`src/rtl/awb_gain.sv`:
```
// Auto-white-balance gain engine: accumulates per-channel Bayer sums over a frame,
// then derives Q8.8 red/blue gains relative to green with a shared restoring divider.
module awb_gain #(
  parameter int G_SHIFT = 1
) (
  input  logic        clk,
  input  logic        rst_n,
  input  logic        valid_i,
  input  logic [1:0]  color_i,
  input  logic [7:0]  value_i,
  input  logic        last_i,
  output logic        valid_o,
  output logic [1:0]  color_o,
  output logic [7:0]  value_o,
  output logic        last_o,
  output logic [15:0] K_R,
  output logic [15:0] K_G,
  output logic [15:0] K_B,
  output logic        valid_gain_o,
  output logic        busy_o,
  output logic        frame_drop_o
);

  typedef enum logic [1:0] {
    ACC   = 2'd0,
    DIV_R = 2'd1,
    DIV_B = 2'd2,
    LOAD  = 2'd3
  } state_t;

  state_t      state_q, state_d;
  logic [31:0] sr_q, sr_d, sg_q, sg_d, sb_q, sb_d;
  logic [31:0] dr_q, dr_d, db_q, db_d, n_q, n_d;
  logic [32:0] rem_q, rem_d;
  logic [15:0] dvd_q, dvd_d;
  logic [15:0] quo_q, quo_d;
  logic [3:0]  cnt_q, cnt_d;
  logic [15:0] res_r_q, res_r_d, res_b_q, res_b_d;
  logic [15:0] kr_q, kr_d, kb_q, kb_d;
  logic        vg_q, vg_d;
  logic        busy_q, busy_d;
  logic        drop_q, drop_d;
  logic        valid_q, last_q;
  logic [1:0]  color_q;
  logic [7:0]  value_q;

  logic        frame_end_s;
  logic        busy_s;
  logic [31:0] sr_add_s, sg_add_s, sb_add_s, n_new_s;
  logic [31:0] d_cur_s;
  logic [32:0] rem_sh_s, rem_step_s;
  logic        qbit_s;
  logic [15:0] quo_step_s;

  function automatic logic [31:0] sat_add(input logic [31:0] acc, input logic [7:0] val);
    logic [32:0] sum;
    sum = {1'b0, acc} + {25'd0, val};
    if (sum[32]) begin
      sat_add = 32'hFFFF_FFFF;
    end else begin
      sat_add = sum[31:0];
    end
  endfunction

  // Zero denominator means "no information": keep unity; ratios of 16 or more clamp.
  function automatic logic [15:0] gain_sel(input logic [31:0] n, input logic [31:0] d,
                                           input logic [15:0] quo);
    if (d == 32'd0) begin
      gain_sel = 16'h0100;
    end else if ({4'd0, n} >= {d, 4'd0}) begin
      gain_sel = 16'h0FFF;
    end else begin
      gain_sel = quo;
    end
  endfunction

  // Accumulator adds and one restoring-division step for the active channel.
  always_comb begin
    frame_end_s = valid_i & last_i;
    busy_s      = (state_q != ACC);
    sr_add_s    = (valid_i && color_i == 2'd0) ? sat_add(sr_q, value_i) : sr_q;
    sg_add_s    = (valid_i && color_i == 2'd1) ? sat_add(sg_q, value_i) : sg_q;
    sb_add_s    = (valid_i && color_i == 2'd2) ? sat_add(sb_q, value_i) : sb_q;
    n_new_s     = sg_add_s >> G_SHIFT;
    d_cur_s     = (state_q == DIV_B) ? db_q : dr_q;
    rem_sh_s    = {rem_q[31:0], dvd_q[15]};
    if (rem_sh_s >= {1'b0, d_cur_s}) begin
      rem_step_s = rem_sh_s - {1'b0, d_cur_s};
      qbit_s     = 1'b1;
    end else begin
      rem_step_s = rem_sh_s;
      qbit_s     = 1'b0;
    end
    quo_step_s = {quo_q[14:0], qbit_s};
  end

  // Next-state logic for the gain FSM, snapshot and divider.
  always_comb begin
    state_d = state_q;
    dr_d    = dr_q;
    db_d    = db_q;
    n_d     = n_q;
    rem_d   = rem_q;
    dvd_d   = dvd_q;
    quo_d   = quo_q;
    cnt_d   = cnt_q;
    res_r_d = res_r_q;
    res_b_d = res_b_q;
    kr_d    = kr_q;
    kb_d    = kb_q;
    vg_d    = vg_q;
    if (frame_end_s) begin
      sr_d   = 32'd0;
      sg_d   = 32'd0;
      sb_d   = 32'd0;
      drop_d = busy_s;
    end else begin
      sr_d   = sr_add_s;
      sg_d   = sg_add_s;
      sb_d   = sb_add_s;
      drop_d = 1'b0;
    end
    case (state_q)
      ACC: begin
        if (frame_end_s) begin
          dr_d    = sr_add_s;
          db_d    = sb_add_s;
          n_d     = n_new_s;
          rem_d   = {9'd0, n_new_s[31:8]};
          dvd_d   = {n_new_s[7:0], 8'd0};
          quo_d   = 16'd0;
          cnt_d   = 4'd0;
          state_d = DIV_R;
        end else begin
          state_d = ACC;
        end
      end
      DIV_R: begin
        rem_d = rem_step_s;
        dvd_d = {dvd_q[14:0], 1'b0};
        quo_d = quo_step_s;
        cnt_d = cnt_q + 4'd1;
        if (cnt_q == 4'd15) begin
          res_r_d = gain_sel(n_q, dr_q, quo_step_s);
          rem_d   = {9'd0, n_q[31:8]};
          dvd_d   = {n_q[7:0], 8'd0};
          quo_d   = 16'd0;
          cnt_d   = 4'd0;
          state_d = DIV_B;
        end else begin
          state_d = DIV_R;
        end
      end
      DIV_B: begin
        rem_d = rem_step_s;
        dvd_d = {dvd_q[14:0], 1'b0};
        quo_d = quo_step_s;
        cnt_d = cnt_q + 4'd1;
        if (cnt_q == 4'd15) begin
          res_b_d = gain_sel(n_q, db_q, quo_step_s);
          cnt_d   = 4'd0;
          state_d = LOAD;
        end else begin
          state_d = DIV_B;
        end
      end
      LOAD: begin
        kr_d    = res_r_q;
        kb_d    = res_b_q;
        vg_d    = 1'b1;
        state_d = ACC;
      end
      default: begin
        state_d = ACC;
      end
    endcase
    busy_d = (state_d != ACC);
  end

  // Gain-path state registers.
  always_ff @(posedge clk or negedge rst_n) begin
    if (!rst_n) begin
      state_q <= ACC;
      sr_q    <= 32'd0;
      sg_q    <= 32'd0;
      sb_q    <= 32'd0;
      dr_q    <= 32'd0;
      db_q    <= 32'd0;
      n_q     <= 32'd0;
      rem_q   <= 33'd0;
      dvd_q   <= 16'd0;
      quo_q   <= 16'd0;
      cnt_q   <= 4'd0;
      res_r_q <= 16'h0100;
      res_b_q <= 16'h0100;
      kr_q    <= 16'h0100;
      kb_q    <= 16'h0100;
      vg_q    <= 1'b0;
      busy_q  <= 1'b0;
      drop_q  <= 1'b0;
    end else begin
      state_q <= state_d;
      sr_q    <= sr_d;
      sg_q    <= sg_d;
      sb_q    <= sb_d;
      dr_q    <= dr_d;
      db_q    <= db_d;
      n_q     <= n_d;
      rem_q   <= rem_d;
      dvd_q   <= dvd_d;
      quo_q   <= quo_d;
      cnt_q   <= cnt_d;
      res_r_q <= res_r_d;
      res_b_q <= res_b_d;
      kr_q    <= kr_d;
      kb_q    <= kb_d;
      vg_q    <= vg_d;
      busy_q  <= busy_d;
      drop_q  <= drop_d;
    end
  end

  // Pixel pass-through stage, independent of the gain FSM.
  always_ff @(posedge clk or negedge rst_n) begin
    if (!rst_n) begin
      valid_q <= 1'b0;
      color_q <= 2'd0;
      value_q <= 8'd0;
      last_q  <= 1'b0;
    end else begin
      valid_q <= valid_i;
      color_q <= color_i;
      value_q <= value_i;
      last_q  <= last_i;
    end
  end

  assign valid_o      = valid_q;
  assign color_o      = color_q;
  assign value_o      = value_q;
  assign last_o       = last_q;
  assign K_R          = kr_q;
  assign K_G          = 16'h0100;
  assign K_B          = kb_q;
  assign valid_gain_o = vg_q;
  assign busy_o       = busy_q;
  assign frame_drop_o = drop_q;

endmodule

```
`config.mk`:
```
export PLATFORM = sky130hd
export DESIGN_NAME = awb_gain
export DESIGN_NICKNAME = d
export VERILOG_FILES = /design/src/rtl/awb_gain.sv
export SDC_FILE = /design/constraint.sdc
export NUM_CORES = 1
export LEC_CHECK = 0
export CORE_ASPECT_RATIO = 1.2
export CORE_MARGIN = 2
export CORE_UTILIZATION = 45
export DETAILED_ROUTE_END_ITERATION = 12
export PLACE_DENSITY = 0.69
export SLEW_MARGIN = 20
export SYNTH_ARGS = -nofsm -noshare
export SYNTH_HDL_FRONTEND = slang
export SYNTH_SLANG_ARGS = --single-unit
export TNS_END_PERCENT = 50
```
`constraint.sdc`:
```
create_clock -name clk -period 3.6 [get_ports clk]
set_input_delay 0.72 -clock clk [delete_from_list [all_inputs] [get_ports clk]]
set_output_delay 0.72 -clock clk [all_outputs]
set_load 0.02 [all_outputs]
```
==> flow_summary.toml, run 1 <==
[placed_design]
dp.cells = 2677
dpl.hpwl_um = 40720
dp_worst_setup_slack_ps = -370.6
gp_congestion = 0.9388
dpl_cell_area_um2 = 20830
port_buffers = 60

[logic_synthesis]
synth-edff-count = 0
synth_ff_type = "dfrtp_1"
ys_warn_count = 0
syn_area_per_cell_um2 = 9.321
synthArstFlopShare_pct = 100.0
seq_area_frac_synth_pct = 44.55
synth_top_area_share_pct = 43.98
synth_area_um2 = 18610
synthDistinctLibCells = 74
ys_ff_latch = 331
postSynthCellCount = 1996
synth.area.top_cells = "dfrtp_1 44%, ha_1 7.7%, nor2_1 4.5%"
synth_top_area_cell = "dfrtp_1"

[routing]
wl_met3_um = 2361
drt-met1-wl_um = 22650
met2_length_um = 26670
ant_nets = 0
vias = 15894
finalWirelength_um = 54770
drt_iter0_markers = 1068
wire_per_inst_um = 19.90
drc_errors = 0
first_pass_iters = 5
dr.max_layer_used = "met4"
viasPerCell = 5.773

[grt]
grt_max_degree = 173
antenna_found_initial = 0
grt.overflow.total = 0
grt_pass1_wl_um = 87130
grtUsageTotal_pct = 25.93
grt_pass1_vias = 15838

[sta]
hold_ws_ps = 215.0
period_minus_slack_ps = 3551
finalCritPeriodShare_pct = 98.65
final_max_slew_viol_count = 0
worst_slew_pin_slew_ps = 875.0
final.setup.worst_slack_ps = 48.75
finClkSkew_ps = 15.18
finalSetupViolations = 0
timing.fmax_mhz = 281.6
hold_viol_final = 0
tns_ps = 0
max_slew_margin_pct = 41.67

[finish]
diodes = 0
final_cell_mix = "327 x dfrtp_1, 222 x nor2_1, 201 x nand2_1, 168 x buf_4, 140 x o21ai_0"
final_util_pct = 55.30
stdcell_count = 2753
drive_gt1_share_pct = 16.17
area_growth_pct = 21.10
design_area_um2 = 22530
nets = 2320
fillCellCount = 3586
final_common_cell = "dfrtp_1"

[cts]
cts_num_sinks = 331
cts-hold-fix-buffers = 0
clockBufferDepth = 3
cts_tree = "yes"
worstSkewPairLatency_ps = 570
path_clk_slew_ps = 60
numCtsBuffers = 37
cts_root_buf = "clkbuf_16"
cts.htree.levels = 2

[worst_setup_path]
r2r-start = "state_q[0]$_DFF_PN0_"
cp.arrival_ps = 4010
worst_setup_path_end_kind = "register"
critPathMaxFanout = 7
start_kind = "register"
cp-startpoint = "state_q[0]$_DFF_PN0_"
critPathKind = "register to register"
cp.required_ps = 4060
rr_endpoint = "rem_q[24]$_DFFE_PN0P_"
worstSetupEndpoint = "rem_q[24]$_DFFE_PN0P_"
rrSetupSlack_ps = 50
r2r_cells = 16

[run_status]
status = "finished clean"

[power]
power_density_nw_per_um2 = 729.3
ir_drop_mv = 0.5388
power_leakage_nw = 10.24
power_mw = 16.43

[die]
die_w_um = 189.6
ios = 77
initial_core_util_pct = 45.67
rows = 81
core-area_um2 = 40740
die_area_um2 = 42990
dieHeight_um = 226.7

[hold_path]
min_path_type = "input port to asynchronous set/reset pin"

[flow_run]
maxCapViolCount = 0
-- repair_timing --
action | 4_1_cts | 5_1_grt
setup endpoints to repair | 27 | 26
buffers inserted | 3 | 6
endpoints found under the hold margin | 0 | 0
cloned | 1 | 1
pin swaps | 4 | 21
resized for setup | 17 | 57
-- report_power, final --
part	total, mW	switching [mW]	internal (mW)	leakage [nW]
Sequential	4.74	0.578	4.17	4.45
Clock	3.90	1.61	2.29	0.610
Combinational	7.79	4.26	3.53	5.18
Total	16.4	6.45	9.99	10.2
-- worst max-delay path, stage by stage (launching register included) --
cell	delay [ps]
dfrtp_1	390
inv_2	80
ha_4	170
buf_12	150
buf_4	150
mux2i_4	250
ha_1	280
and3_2	270
and4_4	220
o211ai_1	190
nand4_1	260
buf_4	210
a31o_2	230
a21oi_2	150
xor2_1	150
o21ai_1	80
a22o_1	200
-- Yosys cell counts, drive strengths merged, types with 9 or more instances --
cell type / number
nand2b: 16
a21o: 28
nor2: 223
xnor2: 35
clkbuf: 71
a221o: 11
and4: 9
nor3: 40
nand2: 203
xor2: 51
a21oi: 140
o211ai: 11
buf: 32
a211oi: 10
a221oi: 16
nor2b: 12
a31oi: 22
nor4: 20
dfrtp: 327
o21ai: 158
and3: 31
ha: 115
o21a: 13
a22o: 26
nand4: 25
nand3: 61
inv: 92
mux2i: 48
mux2: 35
o22ai: 21
-- layout make-up --
cell class              instances  area (um2)  area share [%]
repair buffers                241        2110           9.363
well taps                     539       674.4           2.993
multi-input cells            1484        9856           43.74
flip-flops and latches        331        8288           36.79
clock inverters                14       205.2          0.9108
inverters                      92       345.3           1.533
clock buffers                  52        1052           4.670
-- routing by layer --
layer / vias to the layer above / track usage [%]
met3: 164 / 3.823
met1: 7788 / 31.77
met2: 473 / 44.51
met5: - / 0
met4: 0 / 13.33
li1: 7469 / -
-- logic make-up (layout without fill, tap and decap cells) --
kind of cell,Yosys count,in the layout,synth area share [%]
AO/OA/AOI/OAI,506,506,17.14
XOR/XNOR,86,86,4.048
adder cells (fa/ha/maj),119,119,8.164
buffers and inverters,195,399,4.566
flip-flops,331,331,44.55
multiplexers,83,83,4.701
other,2,16,0.04036
AND/OR/NAND/NOR,674,674,16.79
-- sequential cells by signal, summed over array words and instances, names as in the netlist, 2 cells and up --
name / flops
K_B: 16
K_R: 16
cnt_q: 4
color_o: 2
db_q: 32
dr_q: 32
dvd_q: 8
n_q: 31
quo_q: 15
rem_q: 32
res_b_q: 16
res_r_q: 16
sb_q: 32
sg_q: 32
sr_q: 32
state_q: 2
value_o: 8
-- worst min path at each step --
stage	startpoint	slack, ps	cells after the start	to
after floorplan	rst_n	420	0	K_B[0]$_DFFE_PN0N_
after global placement	valid_gain_o$_DFFE_PN0N_	450	1	valid_gain_o$_DFFE_PN0N_
after detailed placement	valid_gain_o$_DFFE_PN0N_	450	1	valid_gain_o$_DFFE_PN0N_
after CTS	rst_n	220	1	K_R[4]$_DFFE_PN0N_
after global routing	rst_n	260	1	K_B[6]$_DFFE_PN0N_
final	rst_n	210	1	K_R[4]$_DFFE_PN0N_
(Power assumes the default switching activity.)
==> run 2: changes to the inputs <==
--- a/config.mk
+++ b/config.mk
@@ -6,10 +6,10 @@
 export NUM_CORES = 1
 export LEC_CHECK = 0
 export CORE_ASPECT_RATIO = 1.2
-export CORE_MARGIN = 2
+export CORE_MARGIN = 5
 export CORE_UTILIZATION = 45
 export DETAILED_ROUTE_END_ITERATION = 12
-export PLACE_DENSITY = 0.69
+export REMOVE_ABC_BUFFERS = 1
 export SLEW_MARGIN = 20
 export SYNTH_ARGS = -nofsm -noshare
 export SYNTH_HDL_FRONTEND = slang
==> run 2 against run 1 <==
  * Wire length is 0.78% lower
  * Worst setup slack barely moved
  * Flip-flop and latch count unchanged
  * Clock power hardly changed
  * Critical path depth unchanged
  * Final cell count rose by 0.15%
  * Via count shrank 2.1%
  * Register-to-register slack hardly changed
  * Global-route usage down 2.4 points
  * Critical endpoint is now rem_q[28]$_DFFE_PN0P_
  * Largest cell class unchanged
  * Largest power group unchanged
==> flow_summary.toml, run 2 (synthesized netlist as in run 1, its figures left out) <==
[placed_design]
port_buffers = 60
gp_congestion = 0.9178
dp_worst_setup_slack_ps = -303.0
dp.cells = 2680
dpl.hpwl_um = 40390
dpl_cell_area_um2 = 20830

[sta]
hold_viol_final = 0
final_max_slew_viol_count = 0
max_slew_margin_pct = 31.53
period_minus_slack_ps = 3552
final.setup.worst_slack_ps = 48.31
timing.fmax_mhz = 281.6
finClkSkew_ps = 14.61
worst_slew_pin_slew_ps = 1019
finalSetupViolations = 0
tns_ps = 0
finalCritPeriodShare_pct = 98.66

[worst_setup_path]
cp.arrival_ps = 3960
critPathKind = "register to register"
worst_setup_path_end_kind = "register"
start_kind = "register"
r2r-start = "state_q[0]$_DFF_PN0_"
cp-startpoint = "state_q[0]$_DFF_PN0_"
cp.required_ps = 4010
critPathMaxFanout = 7

[routing]
drt_iter0_markers = 923
first_pass_iters = 5
viasPerCell = 5.643
finalWirelength_um = 54350
vias = 15559
drc_errors = 0
ant_nets = 0
wire_per_inst_um = 19.71

[hold_path]
min_path_type = "input port to asynchronous set/reset pin"

[grt]
grt.overflow.total = 0
antenna_found_initial = 0
grt_pass1_vias = 15758
grt_pass1_wl_um = 85820
grt_max_degree = 159
grtUsageTotal_pct = 23.56

[finish]
drive_gt1_share_pct = 16.10
multi_input_area_um2 = 9848
design_area_um2 = 22540
final_cell_mix = "327 x dfrtp_1, 221 x nor2_1, 201 x nand2_1, 174 x buf_4, 142 x o21ai_0"
fillCellCount = 3673
area_growth_pct = 21.16
stdcell_count = 2757
final_common_cell = "dfrtp_1"
regArea_um2 = 8288
diodes = 0
nets = 2325

[power]
ir_drop_mv = 0.5953
power_density_nw_per_um2 = 713.7
power_leakage_nw = 10.25

[die]
ios = 77
initial_core_util_pct = 45.55
dieHeight_um = 232.7
rows = 81
core-area_um2 = 40840
die_w_um = 195.6
die_area_um2 = 45530

[flow_run]
maxCapViolCount = 0

[cts]
cts.htree.levels = 2
cts_tree = "yes"
numCtsBuffers = 36
worstSkewPairLatency_ps = 540
cts_root_buf = "clkbuf_16"
clockBufferDepth = 3
cts_num_sinks = 331
path_clk_slew_ps = 60

[run_status]
status = "finished clean"
-- run 2: layer usage --
layer  track usage, %  share of wire [%]  vias up
li1                 -                  -     7464
met3            3.259                4.1      127
met4            9.559                4.6        0
met1            29.03                 41     7606
met5                0                  0        -
met2            41.69                 50      362
-- run 2: report_power, final --
| part | internal, mW | leakage (nW) | switching (mW) | total, mW |
|---|---|---|---|---|
| Sequential | 4.17 | 4.45 | 0.545 | 4.71 |
| Combinational | 3.42 | 5.20 | 4.03 | 7.44 |
| Clock | 2.36 | 0.598 | 1.58 | 3.93 |
-- run 2: metrics by stage --
step | utilization [%] | hold slack [ps] | power, mW
3_3_place_gp | 51.00 | 451.4 | 11.56
5_1_grt | 55.19 | 201.9 | 17.15
4_1_cts | 54.28 | 166.6 | 15.71
3_5_place_dp | 51.00 | 462.3 | 11.68
2_1_floorplan | - | 424.4 | 8.779
6_report | 55.19 | 153.3 | 16.09
-- run 2: area by class of cell --
cell class,instances,area share [%]
clock buffers,47,4.496
clock inverters,17,1.055
inverters,92,1.532
multi-input cells,1484,43.69
flip-flops and latches,331,36.77
well taps,539,2.992
repair buffers,247,9.474
-- run 2: repair_timing --
item,4_1_cts,5_1_grt
gates cloned,0,0
pin swaps,5,22
setup endpoints to repair,14,29
setup buffers,3,10
hold buffers,0,0
resized for setup,17,59
-- run 2: final timing paths --
kind	end	slack [ps]	cells after the start
min	res_b_q[14]$_DFFE_PN0P_	150	1
min in group clk	res_b_q[4]$_DFFE_PN0P_	480	2
max reg2reg	rem_q[28]$_DFFE_PN0P_	50	16
max in group asynchronous	color_o[0]$_DFF_PN0_	2540	2
min reg2reg	res_b_q[4]$_DFFE_PN0P_	480	2
max	rem_q[28]$_DFFE_PN0P_	50	16
-- run 2: critical path: stages, from the launching register on --
cell      delay (ps)
dfrtp_1          390
inv_2             90
ha_4             140
buf_12           140
buf_12           150
mux2i_4          270
ha_4             240
a21o_1           170
a21o_1           250
a41oi_2          300
nand4_1          210
a311oi_2         360
buf_4            180
o21bai_1          80
a31oi_1          220
xnor2_1          150
o21ai_1           80
==> run 3: changes to the inputs <==
--- a/config.mk
+++ b/config.mk
@@ -9,6 +9,7 @@
 export CORE_MARGIN = 5
 export CORE_UTILIZATION = 45
 export DETAILED_ROUTE_END_ITERATION = 12
+export DONT_BUFFER_PORTS = 1
 export REMOVE_ABC_BUFFERS = 1
 export SLEW_MARGIN = 20
 export SYNTH_ARGS = -nofsm -noshare
==> run 3 against run 2 <==
  * The run now ends with hold timing left
  * Clock-buffer cell count rose by 8
  * Wire length fell by 0.23%
  * Final cell count fell by 5.4%
  * Clock power fell by 3%
  * Total power fell by 7.0%
  * Largest power group unchanged
==> flow_summary.toml, run 3 (synthesized netlist as in run 1, its figures left out) <==
[grt]
grt_pass1_wl_um = 85760
grtUsageTotal_pct = 23.70
grt_pass1_vias = 15121
grt_max_degree = 332
grt.overflow.total = 0
antenna_found_initial = 1

[die]
die_area_um2 = 45530
die_w_um = 195.6
dieHeight_um = 232.7
rows = 81
ios = 77
core-area_um2 = 40840
initial_core_util_pct = 45.55

[routing]
drc_errors = 0
finalWirelength_um = 54220
wire_per_inst_um = 20.79
vias = 15079
viasPerCell = 5.782
drt_iter0_markers = 886
ant_nets = 0
first_pass_iters = 5

[placed_design]
dp_worst_setup_slack_ps = -1.356
port_buffers = 0
gp_congestion = 0.9388
dpl.hpwl_um = 40340
dpl_cell_area_um2 = 19550

[worst_setup_path]
start_kind = "register"
cp.arrival_ps = 3870
r2r-start = "state_q[0]$_DFF_PN0_"
crit_buf_inv = 3
rr_endpoint = "rem_q[30]$_DFFE_PN0P_"
critPathKind = "register to register"
crit_slowest_cell = "dfrtp_1"
critPathMaxStageDelay_ps = 390
r2r_cells = 16
worst_setup_path_end_kind = "register"
cp.required_ps = 4030
crit_family = "compound AO/OA/AOI/OAI gates"
critPathMaxFanout = 8
cp_cell_sequence = "inv_2 -> ha_4 -> buf_12 -> mux2_2 -> ha_1 -> fa_1 -> nand2b_1 -> a21oi_2 -> o211ai_1 -> nand4_1 -> a311oi_2 -> buf_4 -> o21bai_1 -> xnor2_1 -> o21ai_0 -> a22o_1"
rrSetupSlack_ps = 160

[cts]
cts_tree = "yes"
cts.htree.levels = 2
worstSkewPairLatency_ps = 540
numCtsBuffers = 37
cts_root_buf = "clkbuf_16"
path_clk_slew_ps = 70
cts_num_sinks = 331
clockBufferDepth = 3

[sta]
hold_ws_ps = -107.9
finalCritPeriodShare_pct = 95.49
rsz0062_at_grt = "yes"
hold_viol_final = 54
final.setup.worst_slack_ps = 162.3
timing.fmax_mhz = 290.9
period_minus_slack_ps = 3438
final_max_slew_viol_count = 0
finClkSkew_ps = 16.47
worst_slew_pin_slew_ps = 947.7
finalSetupViolations = 0
max_slew_margin_pct = 36.23

[run_status]
status = "finished, violations left"
violations = "hold timing"

[finish]
drive_gt1_share_pct = 11.31
final_cell_mix = "327 x dfrtp_1, 222 x nor2_1, 202 x nand2_1, 141 x o21ai_0, 136 x a21oi_1"
area_growth_pct = 12.41
diodes = 0
nets = 2174
final_common_cell = "dfrtp_1"
design_area_um2 = 20920

[flow_run]
maxCapViolCount = 0

[power]
clkPwrFrac_pct = 25.4
power_density_nw_per_um2 = 715.7
swShare_pct = 39.06
p_seq_share_pct = 31.5
p_switching_mw = 5.846
power_leakage_nw = 9.528
comb_power_share_pct = 43.1
ir_drop_mv = 0.6530
p_int_mw = 9.122

[hold_path]
min_path_type = "input port to asynchronous set/reset pin"
run 3: cell types whose count changed in the layout (fill, tap and decap cells not counted), sizes merged:
cell           change
clkinvlp           -4
buf               -94
bufinv             -2
clkbuf             +9
clkdlybuf4s50     -59
clkinv             +1
run 3: stage by stage:
step / util, % / TNS [ps] / instances / total power [mW]
CTS: 50.85 / 0 / 2605 / 14.89
global route: 51.21 / -39.75 / 2608 / 16.00
floorplan: - / -409130 / 1907 / 8.779
detailed placement: 47.87 / -1.356 / 2538 / 11.00
global placement: 47.87 / -6.750 / 2538 / 10.92
finish: 51.21 / 0 / 2608 / 14.97
run 3: worst max-delay path by stage:
stage                               startpoint                    end  cells after the start
after floorplan                        valid_i  rem_q[26]$_DFFE_PN0P_                      7
after global placement    state_q[0]$_DFF_PN0_  rem_q[30]$_DFFE_PN0P_                     15
after detailed placement  state_q[0]$_DFF_PN0_  rem_q[30]$_DFFE_PN0P_                     15
after CTS                 state_q[0]$_DFF_PN0_   rem_q[1]$_DFFE_PN0P_                     16
after global routing      state_q[0]$_DFF_PN0_   rem_q[1]$_DFFE_PN0P_                     15
final                     state_q[0]$_DFF_PN0_  rem_q[30]$_DFFE_PN0P_                     16
run 3: power groups by stage:
| stage | registers [mW] | clock network [mW] | logic (mW) |
|---|---|---|---|
| after detailed placement | 4.76 | 0 | 6.23 |
| after global placement | 4.77 | 0 | 6.15 |
| after floorplan | 4.52 | 0 | 4.26 |
| final | 4.71 | 3.81 | 6.45 |
| after CTS | 4.70 | 3.91 | 6.28 |
| after global routing | 4.75 | 4.05 | 7.20 |
run 3: area by class of cell:
type / count / area [um2]
multi-input cells: 1484 / 9617
repair buffers: 95 / 778.2
clock buffers: 55 / 1064
inverters: 92 / 345.3
clock inverters: 12 / 148.9
fillers: 3796 / 19930
flip-flops and latches: 331 / 8288
well taps: 539 / 674.4
run 3: routing by layer:
metal | up-vias | wire (um) | GRT usage, %
li1 | 7167 | - | -
met1 | 7396 | 21790 | 28.28
met2 | 395 | 27510 | 42.34
met3 | 121 | 2492 | 3.838
met4 | 0 | 2432 | 10.06
met5 | - | 0 | 0
run 3: repair_timing:
action,4_1_cts,5_1_grt
pin swaps,0,6
setup endpoints to repair,4,32
buffers inserted,0,1
cloned,0,1
resized for setup,2,23
endpoints found under the hold margin,327,327
